[src/rtl/rr_arb_mux.sv]
// N_CH:1 valid/ready arbiter-mux with one registered output stage.
// Round-robin or fixed-priority grant, with optional packet locking on in_last.
//
// state    | meaning
// UNLOCKED | free arbitration among all valid channels
// LOCKED   | mid-packet; only channel lk may be granted until its in_last beat
module rr_arb_mux #(
    parameter int N_CH  = 4,
    parameter int WIDTH = 32,
    parameter bit RR    = 1'b1,
    parameter bit LOCK  = 1'b1,
    localparam int CW   = (N_CH <= 2) ? 1 : $clog2(N_CH)
) (
    input  logic                  clk,
    input  logic                  rst_n,
    input  logic [N_CH-1:0]       in_valid,
    input  logic [N_CH*WIDTH-1:0] in_data,
    input  logic [N_CH-1:0]       in_last,
    output logic [N_CH-1:0]       in_ready,
    output logic                  out_valid,
    output logic [WIDTH-1:0]      out_data,
    output logic                  out_last,
    output logic [CW-1:0]         out_ch,
    input  logic                  out_ready
);

    localparam logic [0:0] UNLOCKED = 1'b0;
    localparam logic [0:0] LOCKED   = 1'b1;

    logic             out_valid_q, out_valid_d;
    logic [WIDTH-1:0] out_data_q,  out_data_d;
    logic             out_last_q,  out_last_d;
    logic [CW-1:0]    out_ch_q,    out_ch_d;
    logic [CW-1:0]    ptr_q,       ptr_d;
    logic [0:0]       lock_q,      lock_d;
    logic [CW-1:0]    lk_q,        lk_d;

    logic             load;
    logic [N_CH-1:0]  grant;
    logic [CW-1:0]    gnt_idx;
    logic             xfer;

    // rst_n gates load so no channel sees ready while reset is held
    assign load = rst_n && (!out_valid_q || out_ready);

    always_comb begin
        int idx;
        logic found;
        grant = '0;
        found = 1'b0;
        idx   = 0;
        if (lock_q == LOCKED) begin
            if (in_valid[lk_q]) grant[lk_q] = 1'b1;
        end else if (RR) begin
            for (int k = 0; k < N_CH; k++) begin
                idx = int'(ptr_q) + k;
                if (idx >= N_CH) idx = idx - N_CH;
                if (!found && in_valid[idx]) begin
                    grant[idx] = 1'b1;
                    found      = 1'b1;
                end
            end
        end else begin
            for (int k = 0; k < N_CH; k++) begin
                if (!found && in_valid[k]) begin
                    grant[k] = 1'b1;
                    found    = 1'b1;
                end
            end
        end
    end

    always_comb begin
        gnt_idx = '0;
        for (int i = 0; i < N_CH; i++) begin
            if (grant[i]) gnt_idx = CW'(i);
        end
    end

    assign in_ready = grant & {N_CH{load}};
    assign xfer     = |in_ready;

    always_comb begin
        out_valid_d = out_valid_q;
        out_data_d  = out_data_q;
        out_last_d  = out_last_q;
        out_ch_d    = out_ch_q;
        if (load) begin
            out_valid_d = xfer;
            if (xfer) begin
                out_data_d = in_data[int'(gnt_idx)*WIDTH +: WIDTH];
                out_last_d = in_last[gnt_idx];
                out_ch_d   = gnt_idx;
            end
        end
    end

    always_comb begin
        lock_d = lock_q;
        lk_d   = lk_q;
        if (LOCK && xfer) begin
            if (lock_q == UNLOCKED && !in_last[gnt_idx]) begin
                lock_d = LOCKED;
                lk_d   = gnt_idx;
            end else if (lock_q == LOCKED && in_last[gnt_idx]) begin
                lock_d = UNLOCKED;
            end
        end
    end

    // Pointer advances past the winner only once its packet has ended
    always_comb begin
        ptr_d = ptr_q;
        if (RR && xfer && lock_d == UNLOCKED) begin
            if (gnt_idx == CW'(N_CH - 1)) ptr_d = '0;
            else                          ptr_d = gnt_idx + 1'b1;
        end
    end

    always_ff @(posedge clk or negedge rst_n) begin
        if (!rst_n) begin
            out_valid_q <= 1'b0;
            out_data_q  <= '0;
            out_last_q  <= 1'b0;
            out_ch_q    <= '0;
            ptr_q       <= '0;
            lock_q      <= UNLOCKED;
            lk_q        <= '0;
        end else begin
            out_valid_q <= out_valid_d;
            out_data_q  <= out_data_d;
            out_last_q  <= out_last_d;
            out_ch_q    <= out_ch_d;
            ptr_q       <= ptr_d;
            lock_q      <= lock_d;
            lk_q        <= lk_d;
        end
    end

    assign out_valid = out_valid_q;
    assign out_data  = out_data_q;
    assign out_last  = out_last_q;
    assign out_ch    = out_ch_q;

endmodule

[config.mk]
export PLATFORM = sky130hd
export DESIGN_NAME = rr_arb_mux
export DESIGN_NICKNAME = d
export VERILOG_FILES = /design/src/rtl/rr_arb_mux.sv
export SDC_FILE = /design/constraint.sdc
export NUM_CORES = 1
export LEC_CHECK = 0
export CAP_MARGIN = 20
export CORE_ASPECT_RATIO = 1.75
export CORE_UTILIZATION = 39
export DETAILED_ROUTE_END_ITERATION = 16
export PLACE_DENSITY = 0.92
export SETUP_SLACK_MARGIN = 0.05
export SKIP_LAST_GASP = 1
export SYNTH_ARGS = -nofsm -noshare
export SYNTH_HDL_FRONTEND = slang
export SYNTH_SLANG_ARGS = --single-unit
[constraint.sdc]
create_clock -name clk -period 4.4 [get_ports clk]
set_input_delay 0.44 -clock clk [delete_from_list [all_inputs] [get_ports clk]]
set_output_delay 0.44 -clock clk [all_outputs]
set_load 0.03 [all_outputs]
==> impl_metrics.toml, run 1 <==
[synth]
synthFlopType = "dfrtp_1"
synth_edf_count = 0
synthArstFlopShare = 1.000
synth.top_cells.by_area = "dfrtp_1, a21oi_1, mux2i_1, o21ai_0, nor2_1"
syn-instance-count = 362
synth_warnings = 0
syn_area_per_cell_um2 = 8.461
seq_area_frac_synth = 0.3350
synth_top_cell_area_share = 0.3350
syn_nets = 508
synth_top_area_cell = "dfrtp_1"
ys_types = 45
synth-seq-cells = 41
netlist_area_mm2 = 0.003063

[grt]
overflow = 0
grt_pass1_vias = 3467
antenna_found_initial = 0
grt_pass1_wl_mm = 16.84
grt_use_total = 0.2745
grt_start_max_net_pins = 42

[worst_setup_path]
cp-start-kind = "register"
setup.worst_path.end_class = "output port"
ff2ff_setup_slack_ps = 520
startpoint = "ptr_q[1]"
crit_type = "register to output port"
cp_max_fo = 17
worstReg2RegEnd = "ptr_q[1]"
regToRegStartpoint = "ptr_q[1]"
cp.required_ps = 3960
crit_arrival_ps = 3580
reg2reg_depth = 11
setup.worst_path.end = "in_ready[1]"

[clock_network]
cts_resized = 0
cts_tree = "yes"
cts_hold_buf = 0
cts.sinks = 41
clock_path_buffers = 2
clk_pin_slew_ps = 60
post-cts-setup-buffers = 0
cts_inserted_buffers = 5
clock_latency_ps = 280
clockRootBuffer = "clkbuf_16"
cts.htree.levels = 2

[die]
dieArea_mm2 = 0.008226
die_w_um = 68.99
die_y_um = 119.2
core_area_mm2 = 0.007567
rows = 42
ios = 179
start_util = 0.4048

[sta]
setup_viol = 0
setup_ws_ps = 380.2
clock.fmax_ghz = 0.2488
timing.final.crit_period_ps = 4020
period_share = 0.9136
relSlewSlack = 0.4963
finalHoldViolCount = 0
fin_skew_ps = 5.393
rsz0062_at_grt = "false"
fin_setup_tns_ps = 0
tightest_slew_ps = 753.7
report.final.slew_viol_count = 0

[layout]
antennaDiodeCount = 0
syn2layout_area_growth_pct = 63.85
fill_cells = 645
layout_common_cells = "clkdlybuf4s50_1, a21oi_1, nor2_1"
nNetsFinal = 672
finish.utilization = 0.6632
final_common_cell = "clkdlybuf4s50_1"
final_area_mm2 = 0.005019
drive_gt1_frac = 0.05503

[placement]
port_buffers = 178
hpwl_mm = 8.268
place.gp.congestion = 0.9060
placed_cell_area_mm2 = 0.004882
place_ws_ps = 366.1

[pwr]
ir_drop_mv = 0.4207
p_clk_frac = 0.087
leakage_nw = 2.051
pwr-share-seq = 0.181
combPwrFrac = 0.731
p_sw_frac = 0.5050
p_sw_mw = 2.014
p_int_mw = 1.974
powerDensity_mw_per_mm2 = 794.8

[routing]
avgViaCountPerCell = 5.499
drc = 0
wire_per_inst_um = 17.43
drtAntennaViolNets = 0
firstDrtPassIters = 4
num_vias = 3382
wl_mm = 10.72
drtIter0Drc = 193

[outcome]
status = "finished clean"

[run]
cap_violations = 0

[hold_path]
hold_class = "primary input to asynchronous set/reset pin"
[worst min path at each step]
| stage | from | to | slack (ps) | cells after the start |
|---|---|---|---|---|
| final | rst_n | ptr_q[0] | 230 | 2 |
| after floorplan | rst_n | lk_q[0] | 140 | 0 |
| after global placement | out_ch[0] | out_ch[0] | 500 | 2 |
| after detailed placement | out_data[15] | out_data[15] | 520 | 2 |
| after CTS | rst_n | ptr_q[1] | 250 | 2 |
| after global routing | rst_n | ptr_q[0] | 280 | 2 |
[routing by layer]
| metal | track usage | wire, um | up-vias |
|---|---|---|---|
| li1 | - | - | 1658 |
| met3 | 0.04406 | 560 | 25 |
| met2 | 0.4842 | 5770 | 120 |
| met4 | 0.1148 | 386 | 0 |
| met1 | 0.3097 | 4004 | 1579 |
| met5 | 0 | 0 | - |
[cell type report]
cell class                      count  area [um^2]  area share
Clock buffer                        8        136.4     0.02718
Timing Repair Buffer              188         1852      0.3690
Sequential cell                    41         1026      0.2044
Multi-Input combinational cell    283         1868      0.3722
Inverter                            7        26.28    0.005236
Tap cell                           88        110.1     0.02194
[per-stage QoR]
step                instances  power [mW]  hold slack (ps)
floorplan                 362       2.716            144.4
global placement          607       3.570            498.8
detailed placement        607       3.639            517.5
CTS                       615       4.001            252.4
global route              615       4.305            282.5
finish                    615       3.989            231.6
[power groups by stage]
stage               clock, mW  combinational (mW)  sequential, mW
floorplan                   0                1.69            1.02
global placement            0                2.84           0.726
detailed placement          0                2.91           0.726
CTS                     0.355                2.92           0.725
global route            0.368                3.19           0.750
finish                  0.348                2.92           0.723
[worst max-delay path, cell delays in order (launching register included)]
cell             delay, ps
dfrtp_1                500
inv_1                  150
ha_1                   420
mux4_2                 540
nor2b_1                200
a221oi_1               270
a32o_2                 240
buf_4                  310
nor2_1                  70
clkdlybuf4s50_1        600
[cell families after synthesis]
logic type / share of synthesized area
AO/OA/AOI/OAI: 0.3080
adder cells (fa/ha/maj): 0.02859
buffers and inverters: 0.05842
flip-flops: 0.3350
multiplexers: 0.1483
AND/OR/NAND/NOR: 0.1217
[synth_stat cells, types with 3 or more instances]
cell and instances:
a22o_1 3, a21oi_1 97, nor2b_1 8, o21ai_0 32
buf_2 14, o21ai_1 9, nand4_1 3, mux2i_1 36
nand3_1 3, a221o_1 3, mux4_2 3, clkbuf_1 14
ha_1 7, nand2_1 4, nor2_1 42, inv_1 7
dfrtp_1 41
[flip-flops by register name (all words and copies together) (netlist names)]
signal and cells:
lk_q 2, ptr_q 2, out_valid 1, out_last 1, out_ch 2, out_data 32
lock_q 1
Power figures use the tool's default switching activity.
==> inputs of run 2 (changes only) <==
--- a/config.mk
+++ b/config.mk
@@ -9,9 +9,10 @@
 export CORE_ASPECT_RATIO = 1.75
 export CORE_UTILIZATION = 39
 export DETAILED_ROUTE_END_ITERATION = 16
-export PLACE_DENSITY = 0.92
+export PLACE_DENSITY = 0.84
 export SETUP_SLACK_MARGIN = 0.05
 export SKIP_LAST_GASP = 1
 export SYNTH_ARGS = -nofsm -noshare
 export SYNTH_HDL_FRONTEND = slang
 export SYNTH_SLANG_ARGS = --single-unit
+export TNS_END_PERCENT = 30
==> impl_metrics.toml, run 2 (synthesis results as in run 1) <==
[layout]
register_area_mm2 = 0.001026
antennaDiodeCount = 0
final_common_cell = "clkdlybuf4s50_1"
final_area_mm2 = 0.005062
syn2layout_area_growth_pct = 65.28
finish.utilization = 0.6690
multi_input_area_mm2 = 0.001868
nNetsFinal = 673
fill_cells = 647
largest_reg_flops = 32
drive_gt1_frac = 0.06061
final_cells = 616
layout_common_cells = "clkdlybuf4s50_1, a21oi_1, nor2_1"

[clock_network]
cts.sinks = 41
cts_inserted_buffers = 5
cts_hold_buf = 0
clk_pin_slew_ps = 60
cts_tree = "yes"
clock_path_buffers = 2
cts_resized = 0
clock_latency_ps = 280
cts.htree.levels = 2
post-cts-setup-buffers = 0
clockRootBuffer = "clkbuf_16"

[die]
core_area_mm2 = 0.007567
die_w_um = 68.99
die_y_um = 119.2
rows = 42
ios = 179
start_util = 0.4048
dieArea_mm2 = 0.008226

[placement]
hpwl_mm = 8.626
placed_cells_incl_taps = 608
place_ws_ps = 423.3
placed_cell_area_mm2 = 0.004890
port_buffers = 178
place.gp.congestion = 0.9373

[pwr]
combPwrFrac = 0.721
leakage_nw = 2.076
pwr-share-seq = 0.176
ir_drop_mv = 0.4459
p_int_mw = 2.052
p_clk_frac = 0.103
p_sw_frac = 0.4962
total_power_mw = 4.073
powerDensity_mw_per_mm2 = 804.5
p_sw_mw = 2.021

[worst_setup_path]
cp.required_ps = 4560
reg2reg_depth = 10
setup.worst_path.end_class = "register"
cpPeakStageDelay_ps = 550
crit_arrival_ps = 4170
path_cells = "inv_1, ha_1, mux4_2, nor2b_1, a221o_1, o31ai_4, buf_4, a31oi_2, nor4b_4, mux2_4"
slowest_stage = "mux4_2"
crit_type = "register to register"
cp-start-kind = "register"
cp_max_fo = 67

[sta]
period_share = 0.9113
finalHoldViolCount = 0
relSlewSlack = 0.5835
fin_skew_ps = 2.556
setup_ws_ps = 390.2
fin_setup_tns_ps = 0
clock.fmax_ghz = 0.2494
timing.final.crit_period_ps = 4010
tightest_slew_ps = 624.8
report.final.slew_viol_count = 0
rsz0062_at_grt = "false"
whs_ps = 261.3
setup_viol = 0

[grt]
antenna_found_initial = 0
overflow = 0
grt_pass1_wl_mm = 16.86
grt_use_total = 0.2748
grt_util_met2 = 0.4788
use_met1 = 0.2963
grt_start_max_net_pins = 68
grt_pass1_vias = 3493
use_met3 = 0.04789
top_usage_layer = "met2"

[routing]
drtIter0Drc = 211
drc = 0
wl_mm = 11.02
num_vias = 3532
firstDrtPassIters = 5
drtAntennaViolNets = 0
avgViaCountPerCell = 5.734
wire_per_inst_um = 17.88

[run]
cap_violations = 0

[outcome]
status = "finished clean"

[hold_path]
hold_class = "primary input to asynchronous set/reset pin"
## run 2: cell types whose count changed in the layout (fill, tap and decap cells not counted)
cell       previous run  this run
clkbuf_1              3         1
buf_4                10        11
bufinv_16             0         1
clkbuf_8              0         1
## run 2: final cells by class
cell class	count	share of cell area
Timing Repair Buffer	189	0.3673
Sequential cell	41	0.2027
Tap cell	88	0.02175
Multi-Input combinational cell	283	0.3690
Clock buffer	7	0.02818
Clock inverter	1	0.005932
Inverter	7	0.005190
## run 2: final timing paths
path / startpoint / end / slack, ps
max in group asynchronous: rst_n / out_data[31] / 3790
worst max register to register: ptr_q[1] / lk_q[0] / 390
worst min register to register: out_ch[0] / out_ch[0] / 520
worst max-delay path: ptr_q[1] / lk_q[0] / 390
min in group clk: out_ch[0] / out_ch[0] / 520
worst min-delay path: rst_n / out_ch[1] / 260
## run 2: metal layers
layer / wire, um / vias to the layer above
met3: 619 / 49
met4: 560 / 0
met1: 3902 / 1635
met5: 0 / -
met2: 5934 / 188
li1: - / 1660
## run 2: power groups by stage
stage / combinational, mW / clock [mW] / sequential (mW)
after floorplan: 1.69 / 0 / 1.02
after global placement: 2.85 / 0 / 0.714
after detailed placement: 2.92 / 0 / 0.722
after CTS: 2.93 / 0.427 / 0.716
after global routing: 3.18 / 0.444 / 0.742
final: 2.94 / 0.420 / 0.717
## run 2: worst max-delay path: cells and delay by family, from the launching register on
family / cells / cell delay [ps]
muxes: 2 / 880
AOI/OAI and AO/OA: 3 / 870
buffers and inverters: 2 / 660
and+or+nand+nor: 2 / 550
DFF: 1 / 500
adders and majority gates: 1 / 430
